--- config.mk ---
export PLATFORM = sky130hd
export DESIGN_NAME = hack_mem_arbiter
export DESIGN_NICKNAME = d
export VERILOG_FILES = /design/src/rtl/hack_mem_arbiter_pkg.sv /design/src/rtl/hack_rr_picker.sv /design/src/rtl/hack_mem_arbiter.sv
export SDC_FILE = /design/constraint.sdc
export NUM_CORES = 1
export LEC_CHECK = 0
export BUFFER_PORTS_ARGS = -buffer_cell sky130_fd_sc_hd__buf_2
export CAP_MARGIN = 25
export CELL_PAD_IN_SITES_DETAIL_PLACEMENT = 1
export CELL_PAD_IN_SITES_GLOBAL_PLACEMENT = 1
export CORE_ASPECT_RATIO = 1.1
export CORE_MARGIN = 3
export CORE_UTILIZATION = 35
export DETAILED_ROUTE_END_ITERATION = 6
export MAX_ROUTING_LAYER = met4
export PLACE_DENSITY = 0.82
export RECOVER_POWER = 100
export SYNTH_ARGS = -nofsm -noshare
export SYNTH_HDL_FRONTEND = slang
export SYNTH_HIERARCHICAL = 1
export SYNTH_SLANG_ARGS = --single-unit
--- constraint.sdc ---
create_clock -name clk -period 6.5 [get_ports clk]
set_input_delay 1.3 -clock clk [delete_from_list [all_inputs] [get_ports clk]]
set_output_delay 1.3 -clock clk [all_outputs]
set_load 0.02 [all_outputs]
--- src/rtl/hack_mem_arbiter_pkg.sv ---
// Shared definitions for the hack memory arbiter.
// - Arbiter FSM state encoding.
// - Default address/data widths, matching the existing ROM/RAM width constants.
package hack_mem_arbiter_pkg;

  localparam int ROM_ADDRESS_WIDTH = 16;
  localparam int RAM_WORD_WIDTH    = 16;

  typedef enum logic [1:0] {
    IDLE       = 2'd0,
    ISSUE      = 2'd1,
    WAIT_START = 2'd2,
    WAIT_DONE  = 2'd3
  } arb_state_e;

endpackage

--- src/rtl/hack_rr_picker.sv ---
// Combinational rotate-priority encoder.
// Picks one requester, either scanning upward from i_ptr+1 (wrapping) in
// rotate mode, or the lowest requesting index in fixed mode.
// Ports:
//   i_req     - request vector, one bit per requester
//   i_ptr     - index of the most recently served requester (rotate mode)
//   i_rr_mode - 1 = rotate priority, 0 = fixed priority (lowest wins)
//   o_grant   - one-hot winner, all zero when nothing requests
//   o_idx     - binary index of the winner
//   o_valid   - at least one requester present
module hack_rr_picker #(
  parameter int NUM_CH = 3
) (
  input  logic [NUM_CH-1:0]         i_req,
  input  logic [$clog2(NUM_CH)-1:0] i_ptr,
  input  logic                      i_rr_mode,
  output logic [NUM_CH-1:0]         o_grant,
  output logic [$clog2(NUM_CH)-1:0] o_idx,
  output logic                      o_valid
);

  localparam int IDX_W = $clog2(NUM_CH);
  // One extra bit so ptr+1+k (at most 2*NUM_CH-1) fits before wrapping.
  localparam int CAND_W = IDX_W + 1;

  logic [CAND_W-1:0] w_cand;

  // NOTE: every output of a combinational block gets a default before any
  // conditional assignment, otherwise synthesis infers a latch to hold it.
  always_comb begin
    o_grant = '0;
    o_idx   = '0;
    o_valid = 1'b0;
    w_cand  = '0;
    for (int k = 0; k < NUM_CH; k++) begin
      if (i_rr_mode) begin
        w_cand = {1'b0, i_ptr} + CAND_W'(k) + CAND_W'(1);
        // A single subtraction suffices since w_cand < 2*NUM_CH.
        if (w_cand >= CAND_W'(NUM_CH)) begin
          w_cand = w_cand - CAND_W'(NUM_CH);
        end
      end else begin
        w_cand = CAND_W'(k);
      end
      if (!o_valid && i_req[w_cand[IDX_W-1:0]]) begin
        o_valid                  = 1'b1;
        o_idx                    = w_cand[IDX_W-1:0];
        o_grant[w_cand[IDX_W-1:0]] = 1'b1;
      end
    end
  end

endmodule

--- src/rtl/hack_mem_arbiter.sv ---
// N-channel arbiter sharing one spi_sram_encoder among several requesters.
// One transaction at a time: IDLE picks a winner and latches its request,
// ISSUE strobes mem_request, WAIT_START waits (bounded) for mem_busy to rise,
// WAIT_DONE waits for mem_busy to fall and acknowledges the owner.
// Ports:
//   clk, reset          - clock, synchronous active-high reset
//   ch_req/we/addr/wdata - per-channel request, packed NUM_CH-wide
//   ch_ack, ch_err       - one-cycle one-hot completion / timeout pulses
//   ch_rdata             - read data of the last completed read
//   ch_grant             - one-hot owner of the current transaction
//   mem_request          - one-cycle start strobe to the encoder
//   mem_address/write_enable/wdata - latched request towards the encoder
//   mem_rdata, mem_busy, mem_initialized - encoder read data and status
module hack_mem_arbiter
  import hack_mem_arbiter_pkg::*;
#(
  parameter int NUM_CH        = 3,
  parameter int ADDRESS_WIDTH = ROM_ADDRESS_WIDTH,
  parameter int WORD_WIDTH    = RAM_WORD_WIDTH,
  parameter int RR_MODE       = 1,
  parameter int START_TIMEOUT = 15
) (
  input  logic                            clk,
  input  logic                            reset,
  input  logic [NUM_CH-1:0]               ch_req,
  input  logic [NUM_CH-1:0]               ch_we,
  input  logic [NUM_CH*ADDRESS_WIDTH-1:0] ch_addr,
  input  logic [NUM_CH*WORD_WIDTH-1:0]    ch_wdata,
  output logic [NUM_CH-1:0]               ch_ack,
  output logic [NUM_CH-1:0]               ch_err,
  output logic [WORD_WIDTH-1:0]           ch_rdata,
  output logic [NUM_CH-1:0]               ch_grant,
  output logic                            mem_request,
  output logic [ADDRESS_WIDTH-1:0]        mem_address,
  output logic                            mem_write_enable,
  output logic [WORD_WIDTH-1:0]           mem_wdata,
  input  logic [WORD_WIDTH-1:0]           mem_rdata,
  input  logic                            mem_busy,
  input  logic                            mem_initialized
);

  localparam int IDX_W = $clog2(NUM_CH);
  localparam int CNT_W = $clog2(START_TIMEOUT + 1);

  arb_state_e                r_state, w_state_nxt;
  logic [IDX_W-1:0]          r_ptr, w_ptr_nxt;
  logic [IDX_W-1:0]          r_owner, w_owner_nxt;
  logic [CNT_W-1:0]          r_cnt, w_cnt_nxt;
  logic [NUM_CH-1:0]         r_grant, w_grant_nxt;
  logic [NUM_CH-1:0]         r_ack, w_ack_nxt;
  logic [NUM_CH-1:0]         r_err, w_err_nxt;
  logic [WORD_WIDTH-1:0]     r_rdata, w_rdata_nxt;
  logic [ADDRESS_WIDTH-1:0]  r_addr, w_addr_nxt;
  logic                      r_we, w_we_nxt;
  logic [WORD_WIDTH-1:0]     r_wdata, w_wdata_nxt;

  logic [NUM_CH-1:0]         w_pick_grant;
  logic [IDX_W-1:0]          w_pick_idx;
  logic                      w_pick_valid;

  hack_rr_picker #(
    .NUM_CH (NUM_CH)
  ) u_picker (
    .i_req     (ch_req),
    .i_ptr     (r_ptr),
    .i_rr_mode (RR_MODE != 0),
    .o_grant   (w_pick_grant),
    .o_idx     (w_pick_idx),
    .o_valid   (w_pick_valid)
  );

  always_comb begin
    w_state_nxt = r_state;
    w_ptr_nxt   = r_ptr;
    w_owner_nxt = r_owner;
    w_cnt_nxt   = r_cnt;
    w_grant_nxt = r_grant;
    w_ack_nxt   = '0;
    w_err_nxt   = '0;
    w_rdata_nxt = r_rdata;
    w_addr_nxt  = r_addr;
    w_we_nxt    = r_we;
    w_wdata_nxt = r_wdata;
    unique case (r_state)
      IDLE: begin
        if (mem_initialized && !mem_busy && w_pick_valid) begin
          w_state_nxt = ISSUE;
          w_owner_nxt = w_pick_idx;
          w_grant_nxt = w_pick_grant;
          w_addr_nxt  = ch_addr[int'(w_pick_idx)*ADDRESS_WIDTH +: ADDRESS_WIDTH];
          w_we_nxt    = ch_we[w_pick_idx];
          w_wdata_nxt = ch_wdata[int'(w_pick_idx)*WORD_WIDTH +: WORD_WIDTH];
        end
      end
      ISSUE: begin
        w_cnt_nxt   = '0;
        w_state_nxt = WAIT_START;
      end
      WAIT_START: begin
        if (mem_busy) begin
          w_state_nxt = WAIT_DONE;
        end else if (r_cnt == CNT_W'(START_TIMEOUT - 1)) begin
          // START_TIMEOUT samples of busy=0 seen: give up on this owner.
          w_err_nxt   = r_grant;
          w_ptr_nxt   = r_owner;
          w_grant_nxt = '0;
          w_state_nxt = IDLE;
        end else begin
          w_cnt_nxt = r_cnt + CNT_W'(1);
        end
      end
      WAIT_DONE: begin
        if (!mem_busy) begin
          w_ack_nxt = r_grant;
          if (!r_we) begin
            w_rdata_nxt = mem_rdata;
          end
          w_ptr_nxt   = r_owner;
          w_grant_nxt = '0;
          w_state_nxt = IDLE;
        end
      end
      default: w_state_nxt = IDLE;
    endcase
  end

  // NOTE: sequential state uses non-blocking assignments so every register
  // samples the pre-edge values, independent of statement order.
  always_ff @(posedge clk) begin
    if (reset) begin
      r_state <= IDLE;
      r_ptr   <= IDX_W'(NUM_CH - 1);
      r_owner <= '0;
      r_cnt   <= '0;
      r_grant <= '0;
      r_ack   <= '0;
      r_err   <= '0;
      r_rdata <= '0;
      r_addr  <= '0;
      r_we    <= 1'b0;
      r_wdata <= '0;
    end else begin
      r_state <= w_state_nxt;
      r_ptr   <= w_ptr_nxt;
      r_owner <= w_owner_nxt;
      r_cnt   <= w_cnt_nxt;
      r_grant <= w_grant_nxt;
      r_ack   <= w_ack_nxt;
      r_err   <= w_err_nxt;
      r_rdata <= w_rdata_nxt;
      r_addr  <= w_addr_nxt;
      r_we    <= w_we_nxt;
      r_wdata <= w_wdata_nxt;
    end
  end

  assign ch_grant         = r_grant;
  assign ch_ack           = r_ack;
  assign ch_err           = r_err;
  assign ch_rdata         = r_rdata;
  assign mem_request      = (r_state == ISSUE);
  assign mem_address      = r_addr;
  assign mem_write_enable = r_we;
  assign mem_wdata        = r_wdata;

  a_grant_onehot: assert property (@(posedge clk) disable iff (reset) $onehot0(ch_grant));
  a_ack_onehot:   assert property (@(posedge clk) disable iff (reset) $onehot0(ch_ack));
  a_err_onehot:   assert property (@(posedge clk) disable iff (reset) $onehot0(ch_err));
  a_req_issue:    assert property (@(posedge clk) disable iff (reset) mem_request |-> r_state == ISSUE);
  a_ack_not_err:  assert property (@(posedge clk) disable iff (reset) !(|ch_ack && |ch_err));

endmodule
==> flow_summary.yaml, run 1 <==
run_status:
  status: "finished with violations"
  failed_checks: "max-capacitance violations, max-slew violations"
cells_and_area:
  multi_input_area_um2: 2000
  syn_to_final_growth_pct: 27.4
  seq_area_um2: 1360
  final_nets: 711
  nFillCells: 1270
  layout.cells.non_filler: 708
  utilization_pct: 46.3
  final_common_cell: "buf_2"
  layout-drive-gt1-share_pct: 30.4
  stdcell_area_um2: 4620
  layout_common_cells: "buf_2 (121), nand2_1 (69), dfxtp_1 (68)"
  diodes: 0
worst_setup_path:
  crit_path_cell_trace: "inv_1 -> ha_1 -> mux2_1 -> a32o_1 -> nand3b_1 -> o211ai_1 -> clkbuf_1 -> nor2b_1 -> buf_16 -> nand2_1 -> a311oi_1"
  rr_worst_depth: 11
  crit_path_end_kind: "register"
  worst_path_max_delay_cell: "nor2b_1"
  crit_type: "reg -> reg"
  start_kind: "register"
  r2r-start: "r_ptr[0]"
  critPathRequiredTime_ns: 6.71
  timing.rr.end: "mem_wdata[12]"
  regToRegSetupSlack_ns: 1.72
  critPathCapture: "mem_wdata[12]"
  crit_start: "r_ptr[0]"
  max_stage_delay_ns: 0.95
  arrival_ns: 4.99
  critPathMaxFanout: 35
pwr:
  p_seq_share_pct: 47.6
  clockPowerShare_pct: 32.6
  peakVddDrop_uv: 72.4
  sw_frac_of_total_pct: 28.6
  cellInternalPower_uw: 675
  combinationalPowerShare_pct: 19.8
  switchingPower_uw: 271
  cellPowerDensity_nw_per_um2: 205
  p_leak_nw: 1.84
sta:
  maxSlewHeadroom_pct: -113
  rsz0062_at_grt: "no"
  tightest_slew_ns: 3.19
  fin_crit_sh_pct: 73.6
  finalHoldViolCount: 0
  fin_skew_ns: 0.00692
  setup_viol: 0
  period_needed_ns: 4.78
  finalWorstSetupSlack_ns: 1.72
  maxSlewViolCount: 75
  fmax_ghz: 0.209
  fin_setup_tns_ns: 0
yosys:
  synth_area_um2: 3630
  yosysWarningCount: 6
  synth_compound_area_share_pct: 20.3
  ys.flop_type: "dfxtp_1"
  ys_ff_latch: 68
  synth_top_area_share_pct: 37.5
  synth_top_area_cell: "dfxtp_1"
  synth_mux_area_share_pct: 10.7
  syn_avg_cell_area_um2: 8.61
  synthTopCellsByArea: "dfxtp_1 (38%), mux2i_1 (9.9%), a311oi_1 (8.2%)"
  synthAdderAreaFrac_pct: 1.73
  synth_top_family_by_area: "simple AND/OR/NAND/NOR gates"
  ys_types: 48
  ys_seq_area_share_pct: 37.5
  synth_cells: 421
  synthSimpleGateAreaFrac_pct: 21.9
  synth-xor-area-share_pct: 0
  async_reset_ff_share_pct: 0
  synth-edff-count: 0
clocking:
  postCtsResizedCells: 0
  cts.sinks: 68
  postCtsHoldBufs: 0
  root_buffer: "clkbuf_8"
  post_cts.repair.setup_buffers: 0
  htree_num_levels: 3
  clkSlewWorstSetupHoldPaths_ns: 0.07
  cts_buffer_depth: 2
  cts_tree: "done"
  cts_buffers: 9
  clock_latency_ns: 0.34
placed_design:
  dp_hpwl_um: 8420
  port_buffers: 180
  pre_cts_ws_ns: 2.52
  place_area_um2: 4550
  post-place-cells: 693
  routabilityCongestion: 0.790
die:
  die_w_um: 103
  io-pin-count: 181
  rows: 38
  die-area_um2: 11600
  die_h_um: 113
  start_util_pct: 36.3
  core_um2: 9980
detailed_routing:
  drtPass1Iterations: 4
  wl_per_cell_um: 15.9
  dr_total_vias: 3715
  vias_per_cell: 5.25
  ant_nets: 0
  drt_iter0_drc: 102
  drc_errors: 0
  drt_wl_total_um: 11300
run:
  cap_violations: 1
min_path:
  min_path_type: "reg -> reg"
grt:
  gr-usage-all-layers_pct: 19.7
  antenna_found_initial: 0
  first_global_vias: 3790
  grt_pass1_wl_um: 17800
  overflow: 0
  grt_max_degree: 75
-- cell type report --
class | instances | share of cell area [%]
inverters | 11 | 0.894
clock inverters | 2 | 0.217
well taps | 120 | 3.25
clock buffers | 13 | 3.44
repair buffers | 188 | 19.5
flip-flops and latches | 68 | 29.5
multi-input cells | 306 | 43.3
-- stage by stage --
step,power (mW),hold slack (ns)
detailed placement,0.655,0.446
global route,1.00,0.476
CTS,0.968,0.456
global placement,0.646,0.439
floorplan,0.580,0.447
finish,0.946,0.457
-- cells in the mapped netlist, types with 5 or more instances --
master	number
buf_2	5
dfxtp_1	68
clkbuf_1	21
buf_6	8
nand3_1	6
a311oi_1	34
nor2_1	6
inv_1	11
a21oi_1	54
nor4_1	6
ha_1	5
nand2_1	69
or2_2	33
buf_4	6
mux2i_1	36
-- cells by family (layout without fill, tap and decap cells) --
group                    Yosys count  in the layout
AO/OA/AOI/OAI                    109            109
adder cells (fa/ha/maj)            5              5
buffers and inverters             52            214
flip-flops                        68             68
multiplexers                      38             38
other                              1              6
AND/OR/NAND/NOR                  148            148
-- state kept, by name, indices dropped and copies added (netlist names) --
signal / cells
ch_ack: 3
ch_err: 3
ch_grant: 3
ch_rdata: 16
mem_address: 16
mem_wdata: 16
mem_write_enable: 1
r_cnt: 4
r_owner: 2
r_ptr: 2
r_state: 2
-- worst min path at each step --
stage / start / to / depth (start not counted)
floorplan: r_owner[0] / r_ptr[0] / 2
global placement: ch_rdata[8] / ch_rdata[8] / 2
detailed placement: ch_rdata[8] / ch_rdata[8] / 2
CTS: ch_rdata[8] / ch_rdata[8] / 2
global route: ch_rdata[8] / ch_rdata[8] / 2
finish: ch_rdata[8] / ch_rdata[8] / 2
-- worst max-delay path, delay by kind of cell (launching register included) --
family / cells / cell delay [ns]
buffers and inverters: 3 / 1.28
AND/OR/NAND/NOR: 3 / 1.23
AO/OA/AOI/OAI: 3 / 0.77
adder cells (fa/ha/maj): 1 / 0.50
flip-flops: 1 / 0.47
multiplexers: 1 / 0.38
-- power by group through the flow --
stage          logic, mW  clock network (mW)  registers, mW
2_1_floorplan      0.104                   0          0.476
3_3_place_gp       0.188                   0          0.458
3_5_place_dp       0.196                   0          0.459
4_1_cts            0.196               0.322          0.449
5_1_grt            0.207               0.341          0.452
6_report           0.187               0.309          0.450
-- routing by layer --
metal  routed length, um  global-route usage, %  vias up  share of wire [%]
met5                   0                      -        -                  0
met4                 161                   5.18        0                1.4
met3                 731                   4.38       14                6.5
met2                5670                   33.8      142                 50
met1                4710                   22.9     1739                 42
li1                    -                      -     1820                  -
(Power assumes the default switching activity.)
==> run 2, diff against run 1 <==
--- a/config.mk
+++ b/config.mk
@@ -5,16 +5,17 @@
 export SDC_FILE = /design/constraint.sdc
 export NUM_CORES = 1
 export LEC_CHECK = 0
+export ABC_AREA = 1
 export BUFFER_PORTS_ARGS = -buffer_cell sky130_fd_sc_hd__buf_2
 export CAP_MARGIN = 25
 export CELL_PAD_IN_SITES_DETAIL_PLACEMENT = 1
 export CELL_PAD_IN_SITES_GLOBAL_PLACEMENT = 1
 export CORE_ASPECT_RATIO = 1.1
 export CORE_MARGIN = 3
-export CORE_UTILIZATION = 35
+export CORE_UTILIZATION = 30
 export DETAILED_ROUTE_END_ITERATION = 6
 export MAX_ROUTING_LAYER = met4
-export PLACE_DENSITY = 0.82
+export PLACE_DENSITY = 0.76
 export RECOVER_POWER = 100
 export SYNTH_ARGS = -nofsm -noshare
 export SYNTH_HDL_FRONTEND = slang
==> constraint.sdc (replaced) <==
create_clock -name clk -period 4.95 [get_ports clk]
set_input_delay 0.99 -clock clk [delete_from_list [all_inputs] [get_ports clk]]
set_output_delay 0.99 -clock clk [all_outputs]
set_load 0.02 [all_outputs]
==> flow_summary.yaml, run 2 <==
clocking:
  clkSlewWorstSetupHoldPaths_ns: 0.05
  cts_tree: "done"
  postCtsHoldBufs: 0
  postCtsResizedCells: 0
  htree_num_levels: 3
  cts.sinks: 68
  clock_latency_ns: 0.33
  root_buffer: "clkbuf_16"
  cts_buffers: 9
  post_cts.repair.setup_buffers: 0
  cts_buffer_depth: 2
die:
  start_util_pct: 31.0
  die_w_um: 110
  die_h_um: 120
  io-pin-count: 181
  core_um2: 11500
  die-area_um2: 13300
  rows: 41
sta:
  fmax_ghz: 0.244
  fin_crit_sh_pct: 82.8
  fin_skew_ns: 0.00522
  rsz0062_at_grt: "no"
  period_needed_ns: 4.10
  maxSlewHeadroom_pct: -8.63
  finalHoldViolCount: 0
  maxSlewViolCount: 18
  fin_setup_tns_ns: 0
  tightest_slew_ns: 1.62
  setup_viol: 0
min_path:
  min_path_type: "reg -> reg"
yosys:
  ys_types: 27
  synth_top_area_share_pct: 38.1
  synth-edff-count: 0
  ys.flop_type: "dfxtp_1"
  async_reset_ff_share_pct: 0
  synth_top_area_cell: "dfxtp_1"
  ys_seq_area_share_pct: 38.1
  ys_ff_latch: 68
  synth.most_common_cell: "nor2_1"
  syn_avg_cell_area_um2: 6.39
  synth_cells: 559
  yosysWarningCount: 6
  synth_area_um2: 3570
  synth_common_cells: "nor2_1 (118), nand2_1 (108), o21ai_0 (76)"
  synthTopCellsByArea: "dfxtp_1 (38%), nor2_1 (12%), nand2_1 (11%)"
worst_setup_path:
  critPathRequiredTime_ns: 5.16
  crit_path_end_kind: "register"
  arrival_ns: 4.31
  critPathMaxFanout: 34
  crit_type: "reg -> reg"
  start_kind: "register"
pwr:
  peakVddDrop_uv: 157
  cellPowerDensity_nw_per_um2: 461
  p_leak_nw: 2.43
detailed_routing:
  drtPass1Iterations: 4
  drt_iter0_drc: 127
  vias_per_cell: 4.72
  drc_errors: 0
  wl_per_cell_um: 14.4
  drt_wl_total_um: 12700
  ant_nets: 0
  dr_total_vias: 4182
grt:
  overflow: 0
  antenna_found_initial: 0
  gr-usage-all-layers_pct: 19.4
  first_global_vias: 4281
  grt_pass1_wl_um: 19600
  grt_max_degree: 46
cells_and_area:
  layout.cells.non_filler: 886
  final_nets: 859
  seq_area_um2: 1360
  stdcell_area_um2: 4750
  nFillCells: 1621
  layout-drive-gt1-share_pct: 20.2
  diodes: 0
  multi_input_area_um2: 1860
  syn_to_final_growth_pct: 32.8
  layout_common_cells: "nor2_1 (119), buf_2 (119), nand2_1 (108)"
placed_design:
  dp_hpwl_um: 9660
  port_buffers: 180
  routabilityCongestion: 0.891
  place_area_um2: 4560
  post-place-cells: 871
run_status:
  status: "finished with violations"
  failed_checks: "max-capacitance violations, max-slew violations"
run:
  cap_violations: 1
[run 2: area by class of cell]
cell class / count / share of cell area [%]
multi-input cells: 415 / 39.1
inverters: 54 / 4.30
repair buffers: 184 / 17.9
well taps: 150 / 3.95
clock buffers: 14 / 5.98
flip-flops and latches: 68 / 28.7
clock inverters: 1 / 0.105
[run 2: metal layers]
metal  vias to the layer above  routed length (um)  global-route usage, %
met1                      1893                5360                   22.3
met5                         -                   0                      -
li1                       2123                   -                      -
met2                       147                6320                   33.1
met3                        19                 782                   3.26
met4                         0                 278                   7.79
[run 2: path summary, 6_finish.rpt]
check                                 start  depth (start not counted)           end  slack (ns)
worst max register to register     r_ptr[0]                         17  mem_wdata[5]        0.85
worst max-delay path               r_ptr[0]                         17  mem_wdata[5]        0.85
worst min register to register  ch_grant[2]                          2     ch_ack[2]        0.47
worst min-delay path            ch_grant[2]                          2     ch_ack[2]        0.47
[run 2: where the power goes]
group | leakage [nW] | internal (mW) | switching [mW]
logic | 1.73 | 0.258 | 0.595
clock network | 0.145 | 0.390 | 0.227
registers | 0.555 | 0.646 | 0.0723
total | 2.43 | 1.29 | 0.894
[run 2: through the flow]
| stage | util, % | worst slack, ns | hold slack (ns) | power [mW] |
|---|---|---|---|---|
| after detailed placement | 39.5 | 1.25 | 0.471 | 1.61 |
| after global routing | 41.1 | 0.485 | 0.516 | 2.37 |
| after CTS | 42.0 | 1.20 | 0.480 | 2.24 |
| final | 41.1 | 0.852 | 0.471 | 2.19 |
| after global placement | 39.5 | 1.52 | 0.462 | 1.58 |
| after floorplan | - | 2.39 | 0.430 | 1.33 |
[run 2: logic make-up after synthesis]
logic type      count (synthesis)  share of synthesized area, %
simple gates                  264                          30.3
buf+inv                        82                          10.2
other cells                     1                         0.105
compound gates                139                          19.6
fa+ha+maj                       5                          1.75
flops                          68                          38.1
[run 2: worst max-delay path, stage by stage (launching register included)]
cell and delay, ns:
dfxtp_1 0.41, inv_1 0.10, ha_1 0.35, inv_1 0.16
nand2_1 0.17, nand2_1 0.15, nand3_1 0.08, nand2_1 0.14
nand2_1 0.07, nor2_1 0.17, nand2_1 0.10, nand2_1 0.09
clkbuf_2 0.60, clkinv_1 0.20, nand2_1 0.33, inv_1 0.45
a21oi_1 0.31, a21oi_1 0.09
